**src/rtl/alu_result_uart_tx.sv**
```systemverilog
`default_nettype none
// ============================================================================
// Module   : alu_result_uart_tx
// Function : Sends the captured ALU result byte and a flag byte
//            (bit0 = carry, bit1 = zero) as two back-to-back 8N1 UART frames.
// Revision : 1.0 - initial release
// ============================================================================
module alu_result_uart_tx #(
  parameter int NB_DATA      = 8,
  parameter int CLKS_PER_BIT = 868,
  parameter int NB_BAUD_CNT  = $clog2(CLKS_PER_BIT)
) (
  input  logic               clock,
  input  logic               i_rst,
  input  logic               i_start,
  input  logic [NB_DATA-1:0] i_result,
  input  logic               i_zero,
  input  logic               i_carry,
  output logic               o_tx,
  output logic               o_busy,
  output logic               o_done
);

  localparam int NB_BIT_IDX = $clog2(NB_DATA);

  localparam logic [1:0] ST_IDLE  = 2'd0;
  localparam logic [1:0] ST_START = 2'd1;
  localparam logic [1:0] ST_DATA  = 2'd2;
  localparam logic [1:0] ST_STOP  = 2'd3;

  localparam logic [NB_BAUD_CNT-1:0] BAUD_LAST = NB_BAUD_CNT'(CLKS_PER_BIT - 1);
  localparam logic [NB_BIT_IDX-1:0]  BIT_LAST  = NB_BIT_IDX'(NB_DATA - 1);

  logic [1:0]             state, state_nxt;
  logic [NB_BAUD_CNT-1:0] baud_cnt, baud_cnt_nxt;
  logic [NB_BIT_IDX-1:0]  bit_idx, bit_idx_nxt;
  logic                   frame_idx, frame_idx_nxt;
  logic [NB_DATA-1:0]     byte0, byte0_nxt;
  logic [NB_DATA-1:0]     byte1, byte1_nxt;
  logic [NB_DATA-1:0]     next_byte;
  logic                   tx_nxt, busy_nxt, done_nxt;
  logic                   bit_end;

  assign bit_end = (baud_cnt == BAUD_LAST);

  // State, datapath and registered outputs; reset forces the line idle-high at once.
  always_ff @(posedge clock or posedge i_rst) begin
    if (i_rst) begin
      state     <= ST_IDLE;
      baud_cnt  <= '0;
      bit_idx   <= '0;
      frame_idx <= 1'b0;
      byte0     <= '0;
      byte1     <= '0;
      o_tx      <= 1'b1;
      o_busy    <= 1'b0;
      o_done    <= 1'b0;
    end else begin
      state     <= state_nxt;
      baud_cnt  <= baud_cnt_nxt;
      bit_idx   <= bit_idx_nxt;
      frame_idx <= frame_idx_nxt;
      byte0     <= byte0_nxt;
      byte1     <= byte1_nxt;
      o_tx      <= tx_nxt;
      o_busy    <= busy_nxt;
      o_done    <= done_nxt;
    end
  end

  // Next-state logic: bit timing, bit/frame sequencing and shadow capture.
  always_comb begin
    state_nxt     = state;
    bit_idx_nxt   = bit_idx;
    frame_idx_nxt = frame_idx;
    byte0_nxt     = byte0;
    byte1_nxt     = byte1;
    if (state == ST_IDLE || bit_end) begin
      baud_cnt_nxt = '0;
    end else begin
      baud_cnt_nxt = baud_cnt + NB_BAUD_CNT'(1);
    end
    case (state)
      ST_IDLE: begin
        if (i_start) begin
          state_nxt     = ST_START;
          byte0_nxt     = i_result;
          byte1_nxt     = {{(NB_DATA-2){1'b0}}, i_zero, i_carry};
          frame_idx_nxt = 1'b0;
          bit_idx_nxt   = '0;
        end
      end
      ST_START: begin
        if (bit_end) begin
          state_nxt   = ST_DATA;
          bit_idx_nxt = '0;
        end
      end
      ST_DATA: begin
        if (bit_end) begin
          if (bit_idx == BIT_LAST) begin
            state_nxt = ST_STOP;
          end else begin
            bit_idx_nxt = bit_idx + NB_BIT_IDX'(1);
          end
        end
      end
      ST_STOP: begin
        if (bit_end) begin
          if (!frame_idx) begin
            frame_idx_nxt = 1'b1;
            state_nxt     = ST_START;
          end else begin
            state_nxt = ST_IDLE;
          end
        end
      end
      default: state_nxt = ST_IDLE;
    endcase
  end

  // Output decode from the upcoming state so the line is driven straight from flops.
  always_comb begin
    next_byte = frame_idx_nxt ? byte1_nxt : byte0_nxt;
    case (state_nxt)
      ST_START: tx_nxt = 1'b0;
      ST_DATA:  tx_nxt = next_byte[bit_idx_nxt];
      default:  tx_nxt = 1'b1;
    endcase
    busy_nxt = (state_nxt != ST_IDLE);
    done_nxt = (state == ST_STOP) && (state_nxt == ST_IDLE);
  end

endmodule
`default_nettype wire

```
**config.mk**
```make
export PLATFORM = sky130hd
export DESIGN_NAME = alu_result_uart_tx
export DESIGN_NICKNAME = d
export VERILOG_FILES = /design/src/rtl/alu_result_uart_tx.sv
export SDC_FILE = /design/constraint.sdc
export NUM_CORES = 1
export LEC_CHECK = 0
export ABC_AREA = 0
export CAP_MARGIN = 20
export CORE_ASPECT_RATIO = 2
export CORE_MARGIN = 5
export CORE_UTILIZATION = 50
export DETAILED_ROUTE_END_ITERATION = 12
export GPL_TIMING_DRIVEN = 0
export PLACE_DENSITY_LB_ADDON = 0.1
export REMOVE_ABC_BUFFERS = 1
export SYNTH_ARGS = -nofsm -noshare
export SYNTH_HDL_FRONTEND = slang
export SYNTH_SLANG_ARGS = --single-unit
```
**constraint.sdc**
```tcl
create_clock -name clock -period 2.6 [get_ports clock]
set_input_delay 0.39 -clock clock [delete_from_list [all_inputs] [get_ports clock]]
set_output_delay 0.39 -clock clock [all_outputs]
set_load 0.01 [all_outputs]
```
==> results_dict.tcl <==
set metrics [dict create \
    status "finished clean" \
    worstMarginPinSlew_ns 0.5743 \
    slew_viol_final 0 \
    start_util_pct 52.02 \
    crit_chain "inv_1 -> ha_2 -> and3_4 -> o31a_1 -> a31o_4 -> a21oi_4 -> inv_2 -> nand3_1 -> o21ai_0 -> a311o_1 -> a2bb2oi_1" \
    synth_area_sq_um 1897 \
    max_freq_mhz 408.6 \
    cpPeakStageDelay_ns 0.40 \
    ys_ff_latch 35 \
    dp.cells 233 \
    cts_root_buf "clkbuf_8" \
    grt_pass1_wl_microns 6755 \
    die_w_microns 53.55 \
    antenna_cells 0 \
    rsz0062_at_grt "false" \
    busiest_layer "met2" \
    rows 31 \
    arrival_ns 2.64 \
    h-tree-depth 2 \
    worst_clock_skew_ns 0.003882 \
    r2r_cells 11 \
    grt.met2_usage_pct 29.80 \
    layout.nets 210 \
    fin_util_pct 61.60 \
    gp_congestion 0.8298 \
    critPathMaxFanout 8 \
    worstReg2RegStart "state[0]" \
    drive_above_1_share_pct 23.44 \
    ctsHoldBuffers 0 \
    io_pins 16 \
    rrSetupSlack_ns 0.15 \
    die-area_sq_um 5200 \
    route.detailed.drc 0 \
    cp.required_ns 2.79 \
    cpMaxStageDelayCell "dfrtp_1" \
    ant_nets 0 \
    cpLargestDelayFamily "compound AO/OA/AOI/OAI gates" \
    design.core.area_sq_um 3646 \
    crit_path_end "o_tx" \
    critPathLaunchType "flop" \
    numClockSinks 35 \
    vdd_ir_drop_max_uv 333.8 \
    n_fill_cell 333 \
    clk_pin_slew_worst_paths_ns 0.07 \
    finalHoldViolCount 0 \
    tns_ns 0 \
    io_buffers 15 \
    yosysUniqueCellTypes 55 \
    hpwl_microns 2923 \
    period_needed_ns 2.448 \
    ys_warn_count 0 \
    finalCritPeriodShare_pct 94.14 \
    critPathCaptureType "flop" \
    path_depth 11 \
    met3_usage_pct 4.147 \
    syn_inst 171 \
    drt_iter0_drc 10 \
    critPathBufInv 2 \
    clockBufferDepth 2 \
    met1_usage_pct 17.76 \
    timing.rr.end "o_tx" \
    leakagePower_nw 1.011 \
    slew-limit-headroom_pct 61.67 \
    grt_pass1_vias 1567 \
    min_path_type "in2async" \
    die_y_microns 97.11 \
    clk_latency_ns 0.29 \
    power_density_nw_per_um2 447.9 \
    wl_per_cell_microns 15.56 \
    vias 1332 \
    via_per_inst 5.527 \
    area_growth_pct 18.40 \
    ys_seq_area_share_pct 46.24 \
    totalWireLength_microns 3750 \
    grt_usage_pct 17.29 \
    antenna_found_initial 0 \
    startpoint "state[0]" \
    dr.pass1.iters 3 \
    numCtsBuffers 5 \
    drv_cap 0 \
    grt-ovfl-total 0 \
    setup_viol 0 \
    grt_max_degree 24 \
    stdcell_count 241 \
    worst-setup-path-type "reg2reg" \
    postSynthAreaPerCell_sq_um 11.09 \
    cts_tree "done" \
]
## kinds of logic (layout without fill, tap and decap cells)
| family | count (synthesis) | after routing | synth area share (%) |
|---|---|---|---|
| AO/OA/AOI/OAI | 35 | 35 | 16.03 |
| XOR/XNOR | 8 | 8 | 3.694 |
| adder cells (fa/ha/maj) | 6 | 6 | 3.958 |
| buffers and inverters | 15 | 36 | 3.100 |
| flip-flops | 35 | 35 | 46.24 |
| multiplexers | 14 | 14 | 8.377 |
| AND/OR/NAND/NOR | 58 | 58 | 18.60 |
## per-stage QoR
stage | total power [mW] | setup WS (ns) | cell area [sq um] | hold WS, ns
6_report | 1.006 | 0.1524 | 2246 | 0.4560
4_1_cts | 1.023 | 0.01524 | 2222 | 0.4708
3_3_place_gp | 0.5833 | 0.02685 | 2095 | 0.4671
5_1_grt | 1.050 | 0.01231 | 2246 | 0.4938
3_5_place_dp | 0.5894 | -0.007332 | 2122 | 0.4711
2_1_floorplan | 0.5629 | 0.3351 | 1883 | 0.4436
## layout make-up
type	count	area [sq um]	area share, %
Tap cell	49	61.31	2.730
Inverter	12	45.04	2.006
Multi-Input combinational cell	121	984.7	43.84
Clock buffer	8	100.1	4.457
Sequential cell	35	877.1	39.05
Timing Repair Buffer	16	177.7	7.911
## Yosys cell counts, drive strengths merged
cell / count / area [sq um]
inv: 11 / 41.29
dfrtp: 34 / 850.8
a211oi: 2 / 20.02
nand2b: 3 / 18.77
o21ai: 6 / 30.03
clkinv: 1 / 3.750
o311a: 1 / 21.27
nor2b: 1 / 8.760
a2111oi: 1 / 15.01
a21oi: 5 / 36.29
ha: 6 / 75.07
o211ai: 3 / 22.52
mux2i: 2 / 20.02
a31oi: 1 / 12.51
xor2: 4 / 35.03
a21o: 2 / 16.27
clkbuf: 1 / 3.750
nand4: 1 / 6.260
o31a: 1 / 8.760
mux2: 12 / 138.9
nor3b: 2 / 26.28
a31o: 3 / 35.04
buf: 2 / 10.01
xnor2: 4 / 35.03
and3: 5 / 46.29
nand2: 12 / 52.55
o211a: 1 / 10.01
a311o: 1 / 10.01
and4: 1 / 10.01
o31ai: 1 / 7.510
nand3: 6 / 42.54
o22ai: 1 / 6.260
and2: 8 / 52.55
and4bb: 1 / 16.27
dfstp: 1 / 26.28
a21boi: 2 / 15.01
o32a: 1 / 11.26
a211o: 1 / 8.760
a2bb2oi: 1 / 8.760
nor2: 17 / 63.81
o41ai: 1 / 8.760
nor4b: 1 / 8.760
## where the power goes
group / switching, mW / internal, mW
registers: 0 / 0.545
logic: 0.0141 / 0.0200
clock network: 0.186 / 0.242
## repair_timing
item,in CTS,in global routing
hold endpoints to repair,0,0
gates resized for setup,0,6
endpoints found under the setup margin,0,1
setup buffers,0,0
## state kept, by name (all words and copies together) (netlist names)
| name | count |
|---|---|
| baud_cnt | 10 |
| bit_idx | 3 |
| byte0 | 8 |
| byte1 | 8 |
| frame_idx | 1 |
| o_busy | 1 |
| o_done | 1 |
| o_tx | 1 |
| state | 2 |
## placed cells by master (no fill, tap or decap), drive strengths merged, types with 3 or more instances in the layout
cell type,synthesis,final
ha,6,6
a31o,3,3
clkdlybuf4s50,0,15
mux2,12,12
a21oi,5,5
xnor2,4,4
dfrtp,34,34
o211ai,3,3
clkbuf,1,8
xor2,4,4
nand2b,3,3
nand2,12,12
nand3,6,6
and3,5,5
nor2,17,17
inv,11,11
and2,8,8
o21ai,6,6
## worst min-delay path by stage
stage | slack [ns] | from | to | cells after the start
global route | 0.49 | i_rst | baud_cnt[3] | 2
detailed placement | 0.47 | byte1[2] | byte1[2] | 1
floorplan | 0.44 | byte1[5] | byte1[5] | 1
global placement | 0.47 | byte1[2] | byte1[2] | 1
finish | 0.46 | i_rst | baud_cnt[3] | 2
CTS | 0.47 | i_rst | baud_cnt[3] | 2
## per-layer routing
layer	vias to the layer above	share of wire, %
met1	658	35
met5	-	0
met3	13	1.9
li1	645	-
met4	0	3.1
met2	16	60
## worst register-to-register path, stage by stage, from the launching register on
cell	delay, ns
dfrtp_1	0.40
inv_1	0.10
ha_2	0.25
and3_4	0.21
o31a_1	0.26
a31o_4	0.22
a21oi_4	0.18
inv_2	0.10
nand3_1	0.08
o21ai_0	0.08
a311o_1	0.35
a2bb2oi_1	0.13
No activity file was read; power rests on OpenSTA's default activity.
